## src/rtl/instruction_fetch_if.sv

```systemverilog
// Fetch-stage bundle: instruction read bus, redirect request and decoder-side handshake.
`default_nettype none

interface instruction_fetch_if;
  logic        mem_valid;
  logic        mem_ready;
  logic [31:0] mem_address;
  logic [31:0] mem_rdata;
  logic        redirect_valid;
  logic [31:0] redirect_pc;
  logic        fetch_valid;
  logic        fetch_ready;
  logic [31:0] fetch_data;
  logic [31:0] fetch_pc;

  modport master (
    output mem_valid, mem_address, fetch_valid, fetch_data, fetch_pc,
    input  mem_ready, mem_rdata, redirect_valid, redirect_pc, fetch_ready
  );

  modport slave (
    input  mem_valid, mem_address, fetch_valid, fetch_data, fetch_pc,
    output mem_ready, mem_rdata, redirect_valid, redirect_pc, fetch_ready
  );
endinterface

`default_nettype wire

```

## src/rtl/instruction_fetch.sv

```systemverilog
// Instruction fetch stage: one-outstanding-read bus master feeding a small {pc, word} FIFO.
`default_nettype none

module instruction_fetch #(
  parameter logic [31:0] RESET_PC = 32'h0000_0000,
  parameter int          DEPTH    = 2
) (
  input  logic                  clk,
  input  logic                  reset,
  instruction_fetch_if.master   bus
);

  localparam int               PTR_W      = (DEPTH > 1) ? $clog2(DEPTH) : 1;
  localparam int               CNT_W      = $clog2(DEPTH + 1);
  localparam logic [CNT_W-1:0] FULL_COUNT = CNT_W'(DEPTH);
  localparam logic [PTR_W-1:0] LAST_PTR   = PTR_W'(DEPTH - 1);

  typedef enum logic [0:0] {
    FETCH = 1'b0,
    DROP  = 1'b1
  } state_t;

  state_t           state;
  state_t           state_next;
  logic [31:0]      pc;
  logic [31:0]      pc_next;
  logic [31:0]      stale_addr;
  logic [31:0]      stale_addr_next;
  logic             push;
  logic             pop;
  logic             transfer;

  logic [31:0]      pc_mem   [DEPTH];
  logic [31:0]      data_mem [DEPTH];
  logic [PTR_W-1:0] rd_ptr;
  logic [PTR_W-1:0] wr_ptr;
  logic [CNT_W-1:0] count;

  function automatic logic [PTR_W-1:0] ptr_inc(input logic [PTR_W-1:0] ptr);
    return (ptr == LAST_PTR) ? '0 : ptr + PTR_W'(1);
  endfunction

  assign transfer = bus.mem_valid && bus.mem_ready;

  always_ff @(posedge clk or posedge reset) begin
    if (reset) begin
      state      <= FETCH;
      pc         <= RESET_PC;
      stale_addr <= RESET_PC;
    end else begin
      state      <= state_next;
      pc         <= pc_next;
      stale_addr <= stale_addr_next;
    end
  end

  // Redirect outranks everything; a request already on the bus must still be completed,
  // so it is parked in DROP until its response arrives and can be thrown away.
  always_comb begin
    state_next       = state;
    pc_next          = pc;
    stale_addr_next  = stale_addr;
    push             = 1'b0;
    bus.mem_valid    = 1'b0;
    bus.mem_address  = pc;

    case (state)
      FETCH: begin
        bus.mem_valid   = !reset && (count < FULL_COUNT);
        bus.mem_address = pc;
      end
      DROP: begin
        bus.mem_valid   = !reset;
        bus.mem_address = stale_addr;
      end
      default: begin
        bus.mem_valid   = 1'b0;
        bus.mem_address = pc;
      end
    endcase

    if (bus.redirect_valid) begin
      pc_next = bus.redirect_pc & 32'hFFFF_FFFC;
      if (transfer) begin
        state_next = FETCH;
      end else if (bus.mem_valid) begin
        state_next      = DROP;
        stale_addr_next = bus.mem_address;
      end else begin
        state_next = FETCH;
      end
    end else if (state == FETCH) begin
      if (transfer) begin
        push    = 1'b1;
        pc_next = pc + 32'd4;
      end
    end else if (bus.mem_ready) begin
      state_next = FETCH;
    end
  end

  assign bus.fetch_valid = (count != '0);
  assign bus.fetch_data  = data_mem[rd_ptr];
  assign bus.fetch_pc    = pc_mem[rd_ptr];
  assign pop             = bus.fetch_valid && bus.fetch_ready && !bus.redirect_valid;

  always_ff @(posedge clk or posedge reset) begin
    if (reset) begin
      rd_ptr <= '0;
      wr_ptr <= '0;
      count  <= '0;
      for (int i = 0; i < DEPTH; i++) begin
        pc_mem[i]   <= '0;
        data_mem[i] <= '0;
      end
    end else if (bus.redirect_valid) begin
      rd_ptr <= '0;
      wr_ptr <= '0;
      count  <= '0;
    end else begin
      if (push) begin
        pc_mem[wr_ptr]   <= pc;
        data_mem[wr_ptr] <= bus.mem_rdata;
        wr_ptr           <= ptr_inc(wr_ptr);
      end
      if (pop) begin
        rd_ptr <= ptr_inc(rd_ptr);
      end
      case ({push, pop})
        2'b10:   count <= count + CNT_W'(1);
        2'b01:   count <= count - CNT_W'(1);
        default: count <= count;
      endcase
    end
  end

endmodule

`default_nettype wire

```

## src/flat_wrapper.sv

```systemverilog
// flat-port wrapper written by rule: the top's interface ports become plain ports
module instruction_fetch_flat 
#(
  parameter logic [31:0] RESET_PC = 32'h0000_0000,
  parameter int          DEPTH    = 2
)
  (clk, reset, bus_mem_valid, bus_mem_address, bus_fetch_valid, bus_fetch_data, bus_fetch_pc, bus_mem_ready, bus_mem_rdata, bus_redirect_valid, bus_redirect_pc, bus_fetch_ready);
  instruction_fetch_if bus_i ();
  input  logic clk;
  input  logic reset;
  output wire logic [$bits(bus_i.mem_valid)-1:0] bus_mem_valid;
  output wire logic [$bits(bus_i.mem_address)-1:0] bus_mem_address;
  output wire logic [$bits(bus_i.fetch_valid)-1:0] bus_fetch_valid;
  output wire logic [$bits(bus_i.fetch_data)-1:0] bus_fetch_data;
  output wire logic [$bits(bus_i.fetch_pc)-1:0] bus_fetch_pc;
  input wire logic [$bits(bus_i.mem_ready)-1:0] bus_mem_ready;
  input wire logic [$bits(bus_i.mem_rdata)-1:0] bus_mem_rdata;
  input wire logic [$bits(bus_i.redirect_valid)-1:0] bus_redirect_valid;
  input wire logic [$bits(bus_i.redirect_pc)-1:0] bus_redirect_pc;
  input wire logic [$bits(bus_i.fetch_ready)-1:0] bus_fetch_ready;
  assign bus_mem_valid = bus_i.mem_valid;
  assign bus_mem_address = bus_i.mem_address;
  assign bus_fetch_valid = bus_i.fetch_valid;
  assign bus_fetch_data = bus_i.fetch_data;
  assign bus_fetch_pc = bus_i.fetch_pc;
  assign bus_i.mem_ready = bus_mem_ready;
  assign bus_i.mem_rdata = bus_mem_rdata;
  assign bus_i.redirect_valid = bus_redirect_valid;
  assign bus_i.redirect_pc = bus_redirect_pc;
  assign bus_i.fetch_ready = bus_fetch_ready;
  instruction_fetch #(.RESET_PC(RESET_PC), .DEPTH(DEPTH)) u_core (.clk(clk), .reset(reset), .bus(bus_i));
endmodule
```

## config.mk

```make
export PLATFORM = sky130hd
export DESIGN_NAME = instruction_fetch_flat
export DESIGN_NICKNAME = d
export VERILOG_FILES = /design/src/rtl/instruction_fetch_if.sv /design/src/rtl/instruction_fetch.sv /design/src/flat_wrapper.sv
export SDC_FILE = /design/constraint.sdc
export NUM_CORES = 1
export LEC_CHECK = 0
export CELL_PAD_IN_SITES_DETAIL_PLACEMENT = 1
export CELL_PAD_IN_SITES_GLOBAL_PLACEMENT = 1
export CORE_MARGIN = 4
export CORE_UTILIZATION = 42
export CTS_CLUSTER_DIAMETER = 60
export DETAILED_ROUTE_END_ITERATION = 10
export PLACE_DENSITY_LB_ADDON = 0.1
export SYNTH_ARGS = -nofsm -noshare
export SYNTH_HDL_FRONTEND = slang
export SYNTH_SLANG_ARGS = --single-unit
```

## constraint.sdc

```tcl
create_clock -name clk -period 8.4 [get_ports clk]
set_input_delay 1.68 -clock clk [delete_from_list [all_inputs] [get_ports clk]]
set_output_delay 1.68 -clock clk [all_outputs]
set_load 0.03 [all_outputs]
```

# Word-level counts from Yosys, hierarchy flattened
# Index checks and enable logic that the tools add are counted.
# totals
wordCells,73
inputBits,69
out_inout_bits,98
ff_bits,197
# classes
n_lt_le_gt_ge,4
addsub,5
n_bitwise,5
mux,31
reduce_logical,15
n_eq_ne,3
# ops
op,n
32-bit 2-to-1 mux,10
64-bit bitwise mux,2
32-bit one-hot mux with 2 select lines,1
32-bit by 3-bit adder with 32-bit output (second input constant),1
32-bit demux with 1-bit select,1
1-bit 2-to-1 mux,14
2-bit nonzero test,4
1-bit logical AND,5
2-bit >= comparator (second input constant),2
1-bit NOT with 2-bit output,2
2-bit one-hot mux with 2 select lines,1
2-bit AND reduction,2
1-bit NOT,3
3-bit AND reduction,1
3-bit nonzero test,1
1-bit adder (second input constant),2
2-bit by 1-bit adder with 2-bit output (second input constant),1
2-bit by 1-bit equality test with 1-bit output (second input constant),1
2-bit equality test (second input constant),1
1-bit zero test,2
2-bit by 1-bit < comparator with 1-bit output (second input constant),1
2-bit < comparator (second input constant),1
2-bit 2-to-1 mux,1
2-bit != test (second input constant),1
other kinds (2),2

# Depth between registers and ports, before layout
# Gate-level depths: netlist (run 1).
# logic_depth
ltp_word,10
depth_mapped,8
depth_no_buf,6

# Worst setup path before layout (run 1)
# OpenSTA, ideal clock, no wires.
# synth_path
path_type,input to output
startpoint,input port reset
endpoint,output port bus_mem_valid
path_slack_ps,4504
n_path_buf,0
arrival_ps,2216
path_stages,1
path_cell_list,a21oi_1
# synth_via
elab_chain_len,3
# synth_lines
element,line,source
"start, declared",flat_wrapper.sv:10,input logic reset;
1-bit zero test (no source line) (*),-,
1-bit logical AND,instruction_fetch.sv:69,bus.mem_valid = !reset && (count < FULL_COUNT);
1-bit one-hot mux with 2 select lines (*),instruction_fetch.sv:67,case (state)
"end, declared",flat_wrapper.sv:11,output wire logic [$bits(bus_i.mem_valid)-1:0] bus_mem_valid;
# Every way passes the cells marked *; elsewhere a longest branch is shown, timed or not.

# Final worst setup path (run 1)
# Same ends and word-level chain as after synthesis.

==> flow_metrics.py, run 1 <==
metrics = {
    "logic_synthesis": {
        "synth_most_common_cell": "mux2_2",
        "synth_edf_count": 0,
        "yosys_warnings": 0,
        "synth_area_leaders": "dfrtp_1 (54%), mux2_2 (27%), mux2_1 (4.4%), xor2_1 (2.4%), nand2_1 (2.0%)",
        "netlist.top_cell.by_area": "dfrtp_1",
        "synth-seq-cells": 191,
        "synth_top_flop_cell": "dfrtp_1",
        "yosysTopAreaCellShare_pct": 54.4,
        "synth.distinct_cells": 42,
        "netlist_area_sq_um": 8790,
        "seq_area_frac_synth_pct": 54.4,
        "synth_common_cells": "mux2_2 (210), dfrtp_1 (191), nand2_1 (47), mux2_1 (34), clkbuf_1 (26)",
        "ys_async_sr_fraction_pct": 100,
        "netlist_instances": 658,
        "avgSynthCellArea_sq_um": 13.4,
    },
    "sta": {
        "relSlewSlack_pct": 26.5,
        "tightest_slew_ns": 1.10,
        "rsz0062_at_grt": "false",
        "tns_ns": 0,
        "hold_viol_final": 0,
        "fmax_ghz": 0.201,
        "slew_violations": 0,
        "finalSetupViolCount": 0,
        "fin_skew_ns": 0.0126,
        "post-route-period-util_pct": 59.2,
        "fin_ws_ns": 3.43,
        "fin_hold_ws_ns": 0.487,
        "min_period_ns": 4.97,
    },
    "setup_path": {
        "critPathLaunchType": "input port",
        "reg2reg_depth": 4,
        "end_kind": "primary output",
        "crit_fanout": 4,
        "cp.arrival_ns": 3.29,
        "cp-endpoint": "bus_mem_valid",
        "critPathKind": "input port to primary output",
        "critPathRequiredTime_ns": 6.72,
        "timing.rr.start": "u_core.state",
        "timing.rr.end": "u_core.data_mem[38]",
        "r2r_slack_ns": 4.81,
        "crit_path_start": "reset",
    },
    "global_route": {
        "grt_pass1_wl_um": 35100,
        "grt_pass1_vias": 6491,
        "grt_max_degree": 135,
        "grtUsageTotal_pct": 18.7,
        "grt-ovfl-total": 0,
        "antenna_found_initial": 1,
    },
    "cts": {
        "post_cts_buffers": 0,
        "cts_buffer_depth": 2,
        "path_clk_slew_ns": 0.08,
        "cts_buffers": 17,
        "cts-root-buf": "clkbuf_16",
        "post_cts_resized": 0,
        "insertion_delay_ns": 0.43,
        "htreeDepth": 4,
        "cts_sinks": 191,
        "hold_buffers": 0,
        "cts_tree": "built",
    },
    "power_and_ir_drop": {
        "vdd_drop_max_mv": 0.159,
        "power.leakage_uw": 0.00477,
        "powerDensity_nw_per_um2": 265,
        "p_total_uw": 2980,
    },
    "placement": {
        "port_buffers": 162,
        "pre_cts_slack_ns": 3.25,
        "dp_hpwl_um": 14100,
        "gp_congestion": 0.694,
    },
    "floorplanning": {
        "num_rows": 52,
        "num_io_pins": 167,
        "start_util_pct": 43.0,
        "die_area_sq_um": 23300,
        "fp.dieH_um": 153,
        "die_x_um": 153,
        "core_area_sq_um": 20400,
    },
    "drt": {
        "drt-total-wl_um": 21300,
        "drt_iter0_drc": 177,
        "drc_errors": 0,
        "routed-via-count": 5669,
        "met2WireLength_um": 11100,
        "wire_per_inst_um": 19.6,
        "top_layer": "met5",
        "wl_met3_um": 834,
        "drt.antenna.violating_nets": 0,
        "viasPerCell": 5.22,
        "firstDrtPassIters": 4,
        "wl_met1_um": 9230,
    },
    "job": {
        "maxCapViolCount": 0,
    },
    "status": {
        "status": "completed",
    },
    "layout": {
        "layout-drive-gt1-share_pct": 32.1,
        "nets": 874,
        "antenna_cells": 0,
        "synthToLayoutAreaGrowth_pct": 27.7,
    },
    "min_path": {
        "hold_path.class": "flop to flop",
    },
}
==> state kept, by name, summed over array words and instances (netlist names) <==
| register | cells |
|---|---|
| u_core.pc_mem | 60 |
| u_core.wr_ptr | 1 |
| u_core.stale_addr | 32 |
| u_core.rd_ptr | 1 |
| u_core.count | 2 |
| u_core.data_mem | 64 |
| u_core.pc | 30 |
| u_core.state | 1 |
==> worst min-delay path by stage <==
stage | cells after the start | to | from | slack, ns
after floorplan | 2 | u_core.pc_mem[9] | u_core.pc_mem[9] | 0.44
after global placement | 2 | u_core.pc_mem[9] | u_core.pc_mem[9] | 0.46
after detailed placement | 1 | u_core.data_mem[62] | u_core.data_mem[62] | 0.48
after CTS | 1 | u_core.data_mem[41] | u_core.data_mem[41] | 0.49
after global routing | 1 | u_core.data_mem[46] | u_core.data_mem[46] | 0.51
final | 1 | u_core.data_mem[53] | u_core.data_mem[53] | 0.49
==> metal layers <==
layer  vias up  GRT usage [%]
met3        17           4.54
met1      2931           23.0
met5         -              0
li1       2608              -
met4         2           4.29
met2       111           33.2
==> kinds of logic after synthesis <==
group                    share of synthesized area (%)
adder cells (fa/ha/maj)                          0.142
XOR/XNOR                                          2.99
other                                           0.0426
flip-flops                                        54.4
buffers and inverters                             2.39
AND/OR/NAND/NOR                                   6.36
multiplexers                                      31.5
AO/OA/AOI/OAI                                     2.25
==> power breakdown <==
group / internal, uW / switching, uW / leakage (uW) / total (uW)
clock network: 449 / 378 / 0.000295 / 827
registers: 1130 / 130 / 0.00238 / 1260
logic: 450 / 434 / 0.00210 / 883
total: 2030 / 942 / 0.00477 / 2980
==> layout by cell type, fill, tap and decap left out, types with 14 or more instances in the layout <==
cell type	n
xor2_1	24
clkbuf_16	17
o21ai_1	22
mux2_2	210
mux2_1	34
dfrtp_1	189
clkdlybuf4s50_1	161
nand3_1	14
nand2_1	46
==> final cells by class <==
cell class	count	area, sq um
Fill cell	2086	9200
Timing Repair Buffer	167	1650
Tap cell	270	338
Clock inverter	15	178
Multi-Input combinational cell	422	3820
Sequential cell	191	4780
Inverter	5	26.3
Clock buffer	17	425
==> worst max-delay path: stages <==
cell and delay (ns):
clkdlybuf4s50_1 0.57, a21oi_1 0.31, clkdlybuf4s50_1 0.73
==> through the flow <==
| step | area [sq um] | utilization [%] | std cells |
|---|---|---|---|
| global route | 11200 | 54.9 | 1087 |
| global placement | 10600 | 52.0 | 1055 |
| finish | 11200 | 54.9 | 1087 |
| detailed placement | 10600 | 52.0 | 1055 |
| floorplan | 8800 | - | 659 |
| CTS | 11200 | 54.9 | 1087 |
Power figures use the tool's default switching activity.
==> run 2, diff against run 1 <==
==> constraint.sdc (replaced) <==
create_clock -name clk -period 4.78 [get_ports clk]
set_input_delay 0.956 -clock clk [delete_from_list [all_inputs] [get_ports clk]]
set_output_delay 0.956 -clock clk [all_outputs]
set_load 0.03 [all_outputs]
==> run 2 against run 1 <==
  * Sequential power grew 76%
  * Sequential share of layout area is 0.12 points lower
  * Clock-buffer cell count stayed put
  * Via count rose by 1.0%
  * Hold slack worse by 0.0022 ns
  * Wire length up 1.7%
  * Global-route usage grew 0.45 points
  * Combinational power rose by 77%
  * Critical path type is now flop to primary output
==> flow_metrics.py, run 2 (synthesized netlist as in run 1, its figures left out) <==
metrics = {
    "min_path": {
        "hold_path.class": "flop to flop",
        "hold_path_depth": 1,
    },
    "drt": {
        "drc_errors": 0,
        "viasPerCell": 5.26,
        "drt_iter0_drc": 163,
        "drt.antenna.violating_nets": 0,
        "routed-via-count": 5727,
        "wire_per_inst_um": 19.9,
        "firstDrtPassIters": 4,
        "drt-total-wl_um": 21700,
    },
    "sta": {
        "post-route-period-util_pct": 77.4,
        "min_period_ns": 3.70,
        "rsz0062_at_grt": "false",
        "tns_ns": 0,
        "relSlewSlack_pct": 34.5,
        "fin_skew_ns": 0.00930,
        "fmax_ghz": 0.270,
        "slew_violations": 0,
        "tightest_slew_ns": 0.983,
        "hold_viol_final": 0,
        "finalSetupViolCount": 0,
    },
    "status": {
        "status": "completed",
    },
    "floorplanning": {
        "die_area_sq_um": 23300,
        "start_util_pct": 43.0,
        "num_rows": 52,
        "num_io_pins": 167,
        "die_x_um": 153,
        "core_area_sq_um": 20400,
        "fp.dieH_um": 153,
    },
    "setup_path": {
        "crit_fanout": 37,
        "critPathLaunchType": "flop",
        "end_kind": "primary output",
        "cp.arrival_ns": 2.75,
        "critPathRequiredTime_ns": 3.82,
        "critPathKind": "flop to primary output",
        "reg2reg_depth": 4,
    },
    "global_route": {
        "grtUsageTotal_pct": 19.1,
        "grt_pass1_wl_um": 35800,
        "grt_pass1_vias": 6656,
        "antenna_found_initial": 1,
        "grt-ovfl-total": 0,
        "grt_max_degree": 77,
    },
    "layout": {
        "synthToLayoutAreaGrowth_pct": 28.0,
        "largest_reg_flops": 64,
        "antenna_cells": 0,
        "mostFrequentLayoutCells": "mux2_2 (210), dfrtp_1 (189), clkdlybuf4s50_1 (161), nand2_1 (46), mux2_1 (34)",
        "nets": 877,
        "final_common_cell": "mux2_2",
        "layout-drive-gt1-share_pct": 32.2,
        "final_cells": 1089,
        "largestRegisters": "u_core.data_mem x64, u_core.pc_mem x60, u_core.stale_addr x32",
        "final_util_pct": 55.1,
        "top_register": "u_core.data_mem",
    },
    "cts": {
        "htreeDepth": 4,
        "hold_buffers": 0,
        "path_clk_slew_ns": 0.07,
        "cts_buffer_depth": 2,
        "cts_sinks": 191,
        "post_cts_resized": 0,
        "post_cts_buffers": 0,
        "cts_tree": "built",
        "cts_buffers": 17,
        "insertion_delay_ns": 0.43,
        "cts-root-buf": "clkbuf_16",
    },
    "placement": {
        "dp_hpwl_um": 14400,
        "gp_congestion": 0.720,
        "port_buffers": 162,
        "post-place-cells": 1058,
    },
    "job": {
        "maxCapViolCount": 0,
    },
    "power_and_ir_drop": {
        "powerDensity_nw_per_um2": 460,
        "power.leakage_uw": 0.00477,
        "vdd_drop_max_mv": 0.258,
    },
}
==> run 2: changes by cell type in the layout (fill, tap and decap cells not counted), sizes merged <==
| cell | delta |
|---|---|
| bufinv | -1 |
| buf | +3 |
| clkinv | -2 |
| clkinvlp | +3 |
| inv | -1 |
==> run 2: stage by stage <==
| stage | total power, uW | setup WS [ns] | cell area [sq um] | hold slack, ns |
|---|---|---|---|---|
| after floorplan | 3210 | 1.36 | 8800 | 0.444 |
| after global placement | 3740 | 1.17 | 10700 | 0.460 |
| after detailed placement | 3830 | 1.14 | 10700 | 0.474 |
| after CTS | 5250 | 1.03 | 11300 | 0.491 |
| after global routing | 5450 | 0.949 | 11300 | 0.509 |
| final | 5180 | 1.08 | 11300 | 0.485 |
==> run 2: layout make-up <==
type                       count  area (sq um)
clock buffer                  17           425
clock inverter                14           153
fill                        2072          9170
inverter                       5          22.5
multi-input combinational    422          3820
sequential                   191          4780
tap                          270           338
timing repair buffer         170          1710
==> run 2: metal layers <==
layer / global-route usage [%] / up-vias / wire length (um)
met5: 0 / - / 13
met4: 4.96 / 2 / 227
met3: 3.72 / 18 / 665
met2: 34.1 / 114 / 11400
met1: 23.9 / 2976 / 9360
li1: - / 2617 / -
==> run 2: worst paths after layout <==
kind,slack [ns],start,endpoint
worst max-delay path,1.08,u_core.state,bus_mem_valid
min in group asynchronous,1.18,reset,u_core.count[1]
max in group asynchronous,2.74,reset,u_core.data_mem[15]
worst min register to register,0.48,u_core.stale_addr[10],u_core.stale_addr[10]
worst max register to register,1.81,u_core.state,u_core.stale_addr[23]
worst min-delay path,0.48,u_core.stale_addr[10],u_core.stale_addr[10]
==> run 2: worst max-delay path, stage by stage (launching register included) <==
cell             delay, ns
dfrtp_2               1.02
inv_1                 0.23
a21oi_1               0.33
clkdlybuf4s50_1       0.73
==> run 2: power by group <==
group | switching, uW | total, uW | internal, uW
clock network | 664 | 1400 | 735
registers | 229 | 2220 | 1990
logic | 765 | 1560 | 795
total | 1660 | 5180 | 3520
